`src/rtl/divisao_sequencial_pkg.sv`:
```
// Shared types and default widths for the sequential restoring divider.
package divisao_sequencial_pkg;

    localparam int LARGURA_A_PADRAO = 8;
    localparam int LARGURA_B_PADRAO = 4;

    typedef enum logic [1:0] {
        OCIOSO  = 2'd0,
        CALCULA = 2'd1,
        FIM     = 2'd2
    } estado_t;

    // Bits needed to hold the step count, which runs from LARGURA_A down to 1.
    function automatic int largura_contador(input int largura);
        return $clog2(largura + 1);
    endfunction

endpackage

```
`src/rtl/divisao_sequencial_passo.sv`:
```
// One restoring-division step: shift in a dividend bit, trial-subtract the divisor, keep or restore.
module passo_divisao #(
    parameter int LARGURA_B = 4
) (
    input  logic [LARGURA_B:0]   resto_parcial,
    input  logic                 bit_entrada,
    input  logic [LARGURA_B-1:0] divisor,
    output logic [LARGURA_B:0]   resto_novo,
    output logic                 bit_quociente
);

    logic [LARGURA_B+1:0] deslocado_s;
    logic [LARGURA_B:0]   diferenca_s;

    // The shifted remainder is below 2*divisor, so LARGURA_B+1 bits always hold the result.
    always_comb begin
        deslocado_s = {resto_parcial, bit_entrada};
        diferenca_s = deslocado_s[LARGURA_B:0] - {1'b0, divisor};
        if (deslocado_s >= {2'b00, divisor}) begin
            bit_quociente = 1'b1;
            resto_novo    = diferenca_s;
        end else begin
            bit_quociente = 1'b0;
            resto_novo    = deslocado_s[LARGURA_B:0];
        end
    end

endmodule

```
`src/rtl/divisao_sequencial.sv`:
```
// Sequential unsigned divider: one quotient bit per clock, results held until the next completion.
module divisao_sequencial
    import divisao_sequencial_pkg::*;
#(
    parameter int LARGURA_A = LARGURA_A_PADRAO,
    parameter int LARGURA_B = LARGURA_B_PADRAO
) (
    input  logic                 clk,
    input  logic                 rst,
    input  logic                 start,
    input  logic [LARGURA_A-1:0] a,
    input  logic [LARGURA_B-1:0] b,
    output logic                 busy,
    output logic                 done,
    output logic [LARGURA_A-1:0] quociente,
    output logic [LARGURA_B-1:0] resto,
    output logic                 div_zero
);

    localparam int LARGURA_CONT = largura_contador(LARGURA_A);

    estado_t                 estado_q,    estado_d;
    logic [LARGURA_A-1:0]    dividendo_q, dividendo_d;
    logic [LARGURA_B-1:0]    divisor_q,   divisor_d;
    logic [LARGURA_B:0]      parcial_q,   parcial_d;
    logic [LARGURA_CONT-1:0] cont_q,      cont_d;
    logic [LARGURA_A-1:0]    quociente_q, quociente_d;
    logic [LARGURA_B-1:0]    resto_q,     resto_d;
    logic                    div_zero_q,  div_zero_d;
    logic                    busy_q,      busy_d;
    logic                    done_q,      done_d;

    logic [LARGURA_B:0]      passo_resto_s;
    logic                    passo_bit_s;
    logic [LARGURA_A-1:0]    dividendo_desl_s;

    passo_divisao #(
        .LARGURA_B (LARGURA_B)
    ) u_passo (
        .resto_parcial (parcial_q),
        .bit_entrada   (dividendo_q[LARGURA_A-1]),
        .divisor       (divisor_q),
        .resto_novo    (passo_resto_s),
        .bit_quociente (passo_bit_s)
    );

    // The dividend register doubles as the quotient accumulator: bits leave at the top, enter at the bottom.
    assign dividendo_desl_s = {dividendo_q[LARGURA_A-2:0], passo_bit_s};

    // Next-state and datapath updates for all registers.
    always_comb begin
        estado_d    = estado_q;
        dividendo_d = dividendo_q;
        divisor_d   = divisor_q;
        parcial_d   = parcial_q;
        cont_d      = cont_q;
        quociente_d = quociente_q;
        resto_d     = resto_q;
        div_zero_d  = div_zero_q;
        case (estado_q)
            OCIOSO: begin
                if (start) begin
                    if (b != {LARGURA_B{1'b0}}) begin
                        dividendo_d = a;
                        divisor_d   = b;
                        parcial_d   = {(LARGURA_B+1){1'b0}};
                        cont_d      = LARGURA_CONT'(LARGURA_A);
                        estado_d    = CALCULA;
                    end else begin
                        quociente_d = {LARGURA_A{1'b0}};
                        resto_d     = {LARGURA_B{1'b0}};
                        div_zero_d  = 1'b1;
                        estado_d    = FIM;
                    end
                end else begin
                    estado_d = OCIOSO;
                end
            end
            CALCULA: begin
                dividendo_d = dividendo_desl_s;
                parcial_d   = passo_resto_s;
                cont_d      = cont_q - LARGURA_CONT'(1);
                if (cont_q == LARGURA_CONT'(1)) begin
                    quociente_d = dividendo_desl_s;
                    resto_d     = passo_resto_s[LARGURA_B-1:0];
                    div_zero_d  = 1'b0;
                    estado_d    = FIM;
                end else begin
                    estado_d = CALCULA;
                end
            end
            FIM: begin
                estado_d = OCIOSO;
            end
            default: begin
                estado_d = OCIOSO;
            end
        endcase
        busy_d = (estado_d != OCIOSO);
        done_d = (estado_d == FIM);
    end

    // State, datapath and output registers.
    always_ff @(posedge clk or posedge rst) begin
        if (rst) begin
            estado_q    <= OCIOSO;
            dividendo_q <= {LARGURA_A{1'b0}};
            divisor_q   <= {LARGURA_B{1'b0}};
            parcial_q   <= {(LARGURA_B+1){1'b0}};
            cont_q      <= {LARGURA_CONT{1'b0}};
            quociente_q <= {LARGURA_A{1'b0}};
            resto_q     <= {LARGURA_B{1'b0}};
            div_zero_q  <= 1'b0;
            busy_q      <= 1'b0;
            done_q      <= 1'b0;
        end else begin
            estado_q    <= estado_d;
            dividendo_q <= dividendo_d;
            divisor_q   <= divisor_d;
            parcial_q   <= parcial_d;
            cont_q      <= cont_d;
            quociente_q <= quociente_d;
            resto_q     <= resto_d;
            div_zero_q  <= div_zero_d;
            busy_q      <= busy_d;
            done_q      <= done_d;
        end
    end

    assign busy      = busy_q;
    assign done      = done_q;
    assign quociente = quociente_q;
    assign resto     = resto_q;
    assign div_zero  = div_zero_q;

endmodule

```
`config.mk`:
```
export PLATFORM = sky130hd
export DESIGN_NAME = divisao_sequencial
export DESIGN_NICKNAME = d
export VERILOG_FILES = /design/src/rtl/divisao_sequencial_pkg.sv /design/src/rtl/divisao_sequencial_passo.sv /design/src/rtl/divisao_sequencial.sv
export SDC_FILE = /design/constraint.sdc
export NUM_CORES = 1
export LEC_CHECK = 0
export CAP_MARGIN = 15
export CORE_MARGIN = 2
export CORE_UTILIZATION = 56
export CTS_CLUSTER_SIZE = 30
export DETAILED_ROUTE_END_ITERATION = 6
export PLACE_DENSITY_LB_ADDON = 0.1
export SETUP_SLACK_MARGIN = 0.05
export SYNTH_ARGS = -nofsm -noshare
export SYNTH_HDL_FRONTEND = slang
export SYNTH_SLANG_ARGS = --single-unit
```
`constraint.sdc`:
```
create_clock -name clk -period 4.5 [get_ports clk]
set_clock_uncertainty 0.1 [all_clocks]
set_input_delay 0.9 -clock clk [delete_from_list [all_inputs] [get_ports clk]]
set_output_delay 0.9 -clock clk [all_outputs]
set_load 0.02 [all_outputs]
```
==> summary.txt <==
DRC violations left: 0
number of fill cells: 246
number of buffers and inverters on the critical path: 1
TritonCTS clock tree: yes
# Max-Cap Violations: 0
number of max-slew violations in the final report: 0
critical path type: in2reg
net count after synthesis: 195
Via-to-Cell Ratio: 5.85
dominant register cell in the synthesized netlist: sky130_fd_sc_hd__dfrtp_1
layout cells sized above 1: 11.6%
total die area: 0.00375 sq mm
antenna cell count: 0
outcome: finished, final reports clean
number of buffers created by CTS: 5
sequential cell area fraction in the yosys report: 51.8%
CP delay by family, top: compound AO/OA/AOI/OAI gates
pin count of the biggest net entering global routing: 30
CTS max path bufs: 2
via count: 1469
area of the placeable core: 0.00308 sq mm
kind of end point of the critical path: register
final clock period utilization by the worst path: 57.3%
Skew-Pair Late Insertion Delay: 0.34 ns
reg2reg setup slack: 2.06 ns
setup slack after placement: 1.54 ns
final cell utilization of the core: 72.4%
most frequent cells in the layout: sky130_fd_sc_hd__dfrtp_1 (38), sky130_fd_sc_hd__clkdlybuf4s50_1 (29), sky130_fd_sc_hd__nand2_1 (21), sky130_fd_sc_hd__o21ai_0 (15), sky130_fd_sc_hd__inv_1 (12)
distinct cell type count of the synthesized netlist: 39
buffers inserted during post-CTS setup optimization: 0
count of nets after finishing: 228
worst slew margin relative to its limit: 47.8%
critical path required time: 4.64 ns
master of the slowest instance on the critical path: sky130_fd_sc_hd__a22oi_2
area share of the largest cell type after synthesis: 51.8%
clock sinks: 38
# hold bufs at CTS: 0
Peak VDD IR: 0.000350 V
path class of the lowest-slack min-delay path: reg2reg
worst-margin pin slew: 0.782 ns
initial core utilization: 59.6%
most common cell after layout, fill and taps aside: sky130_fd_sc_hd__dfrtp_1
final setup margin: 1.92 ns
final number of setup-violating endpoints: 0
critical path, cell by cell: clkdlybuf4s50_1 > nor3b_2 > a22oi_2 > mux2_2
RSZ-0062 raised after global routing: false
routed len/inst: 16.0 um
area leader, netlist: sky130_fd_sc_hd__dfrtp_1
sum of overflow across all layers after global routing: 0
final hold vios: 0
synthesized area divided by synthesized cell count: 10.6 sq um
floorplan row count: 20
Port-buffer cells: 29
Overall Global Routing Usage: 25.4%
maximum operating frequency: 388 MHz
detailed router's first-iteration violation count: 65
post-route setup TNS: 0 ns
clock transition at the registers of the reported paths: 0.11 ns
final weighted congestion of routability-driven global placement: 0.839
count of H-tree levels built during CTS: 2
post-DP HPWL: 2950 um
number of instances resized during post-cts repair: 0
post-synthesis instance area: 0.00183 sq mm
1st-pass router iterations: 4
Synth Warn #: 0
CP Max Fanout: 14
signed area change from the synthesized netlist to the final layout: 21.6%
number of antenna violations at the first check in global routing: 0
static leakage: 0.998 nW
highest cell delay on the worst timing path: 0.64 ns
horizontal extent of the die: 61.2 um
count of nets left with antenna violations after detail routing: 0
Post-Syn Instances: 173
arrival time of the worst setup path: 2.72 ns
P per Cell Area: 804 mW/mm^2
io pins: 30
shortest clock period the worst path allows after layout: 2.58 ns
CP Launch Type: input pin
biggest area contributors in the synthesized netlist: sky130_fd_sc_hd__dfrtp_1 (52%), sky130_fd_sc_hd__mux2_2 (4.3%), sky130_fd_sc_hd__nand2_1 (4.3%)
final wirelength: 4010 um
die height: 61.2 um
share of flip-flops with an asynchronous set or reset: 100%
vias in the first global route: 1514
EDFF count, synth: 0
Yosys reg bits: 38
clock root buffer: sky130_fd_sc_hd__clkbuf_4
global-route wire length before repair: 6730 um
==> flip-flops by register name, summed over array words and instances (netlist names) <==
signal	count
estado_q	2
quociente	8
busy	1
cont_q	4
divisor_q	4
div_zero	1
dividendo_q	8
resto	4
done	1
parcial_q	5
==> cells in the mapped netlist (2+ instances only) <==
cell type,n
sky130_fd_sc_hd__nand3_1,4
sky130_fd_sc_hd__o211ai_1,2
sky130_fd_sc_hd__and3_1,3
sky130_fd_sc_hd__buf_6,2
sky130_fd_sc_hd__and2_1,9
sky130_fd_sc_hd__o31ai_1,2
sky130_fd_sc_hd__nor2_1,8
sky130_fd_sc_hd__nand2_1,21
sky130_fd_sc_hd__buf_2,2
sky130_fd_sc_hd__inv_1,12
sky130_fd_sc_hd__nor4_1,2
sky130_fd_sc_hd__xnor2_1,2
sky130_fd_sc_hd__nor3_1,2
sky130_fd_sc_hd__nand4_1,2
sky130_fd_sc_hd__a32o_1,4
sky130_fd_sc_hd__dfrtp_1,38
sky130_fd_sc_hd__o21ai_0,15
sky130_fd_sc_hd__a21oi_1,10
sky130_fd_sc_hd__a221o_2,2
sky130_fd_sc_hd__ha_1,6
sky130_fd_sc_hd__mux2_2,7
==> final timing paths <==
| check | depth (start not counted) | start | end |
|---|---|---|---|
| max | 4 | start | quociente[2] |
| min | 2 | dividendo_q[6] | dividendo_q[6] |
| max reg2reg | 6 | divisor_q[0] | parcial_q[0] |
| min reg2reg | 2 | dividendo_q[6] | dividendo_q[6] |
| max in group asynchronous | 3 | rst | quociente[3] |
| min in group asynchronous | 2 | rst | cont_q[3] |
==> final cells by class <==
type | instances | area, sq um | area share, %
timing repair buffer | 31 | 305 | 13.7
inverter | 12 | 45.0 | 2.02
sequential | 38 | 951 | 42.6
clock buffer | 7 | 45.0 | 2.02
multi-input combinational | 118 | 798 | 35.8
clock inverter | 1 | 30.0 | 1.35
tap | 44 | 55.1 | 2.47
==> where the power goes <==
| group | leakage, nW | switching (W) | internal (W) |
|---|---|---|---|
| clock network | 0.0395 | 0.000113 | 0.000118 |
| logic | 0.488 | 0.000550 | 0.000415 |
| registers | 0.471 | 0.0000959 | 0.000500 |
| total | 0.998 | 0.000760 | 0.00103 |
==> tightest hold or removal path, cell delays in order, from the launching register on <==
cell and delay [ns]:
sky130_fd_sc_hd__dfrtp_1 0.35, sky130_fd_sc_hd__nand2_1 0.05, sky130_fd_sc_hd__o21ai_0 0.06
==> per-stage QoR <==
stage | hold WS, ns | total power, W | cells | instance area (sq um)
2_1_floorplan | 0.341 | 0.00127 | 173 | 1830
3_3_place_gp | 0.359 | 0.00150 | 243 | 2150
3_5_place_dp | 0.368 | 0.00155 | 243 | 2150
4_1_cts | 0.388 | 0.00179 | 251 | 2230
5_1_grt | 0.421 | 0.00194 | 251 | 2230
6_report | 0.386 | 0.00179 | 251 | 2230
==> logic make-up (layout without fill, tap and decap cells) <==
group	Yosys count	count (layout)	synth area share, %
AOI/OAI and AO/OA	45	45	17.2
xor gates and xnor gates	2	2	0.955
adders and majority gates	7	7	5.18
buffers and inverters	17	51	4.64
DFF	38	38	51.8
muxes	7	7	4.30
and+or+nand+nor	57	57	15.9
==> per-layer routing <==
layer / global-route usage (%) / wire (um) / vias to the layer above
met5: 0 / 0 / -
met1: 31.1 / 1700 / 732
met4: 12.7 / 72 / 0
met3: 7.35 / 178 / 11
met2: 41.0 / 2060 / 43
li1: - / - / 683
Note: power is estimated with default switching activity, not from simulation.
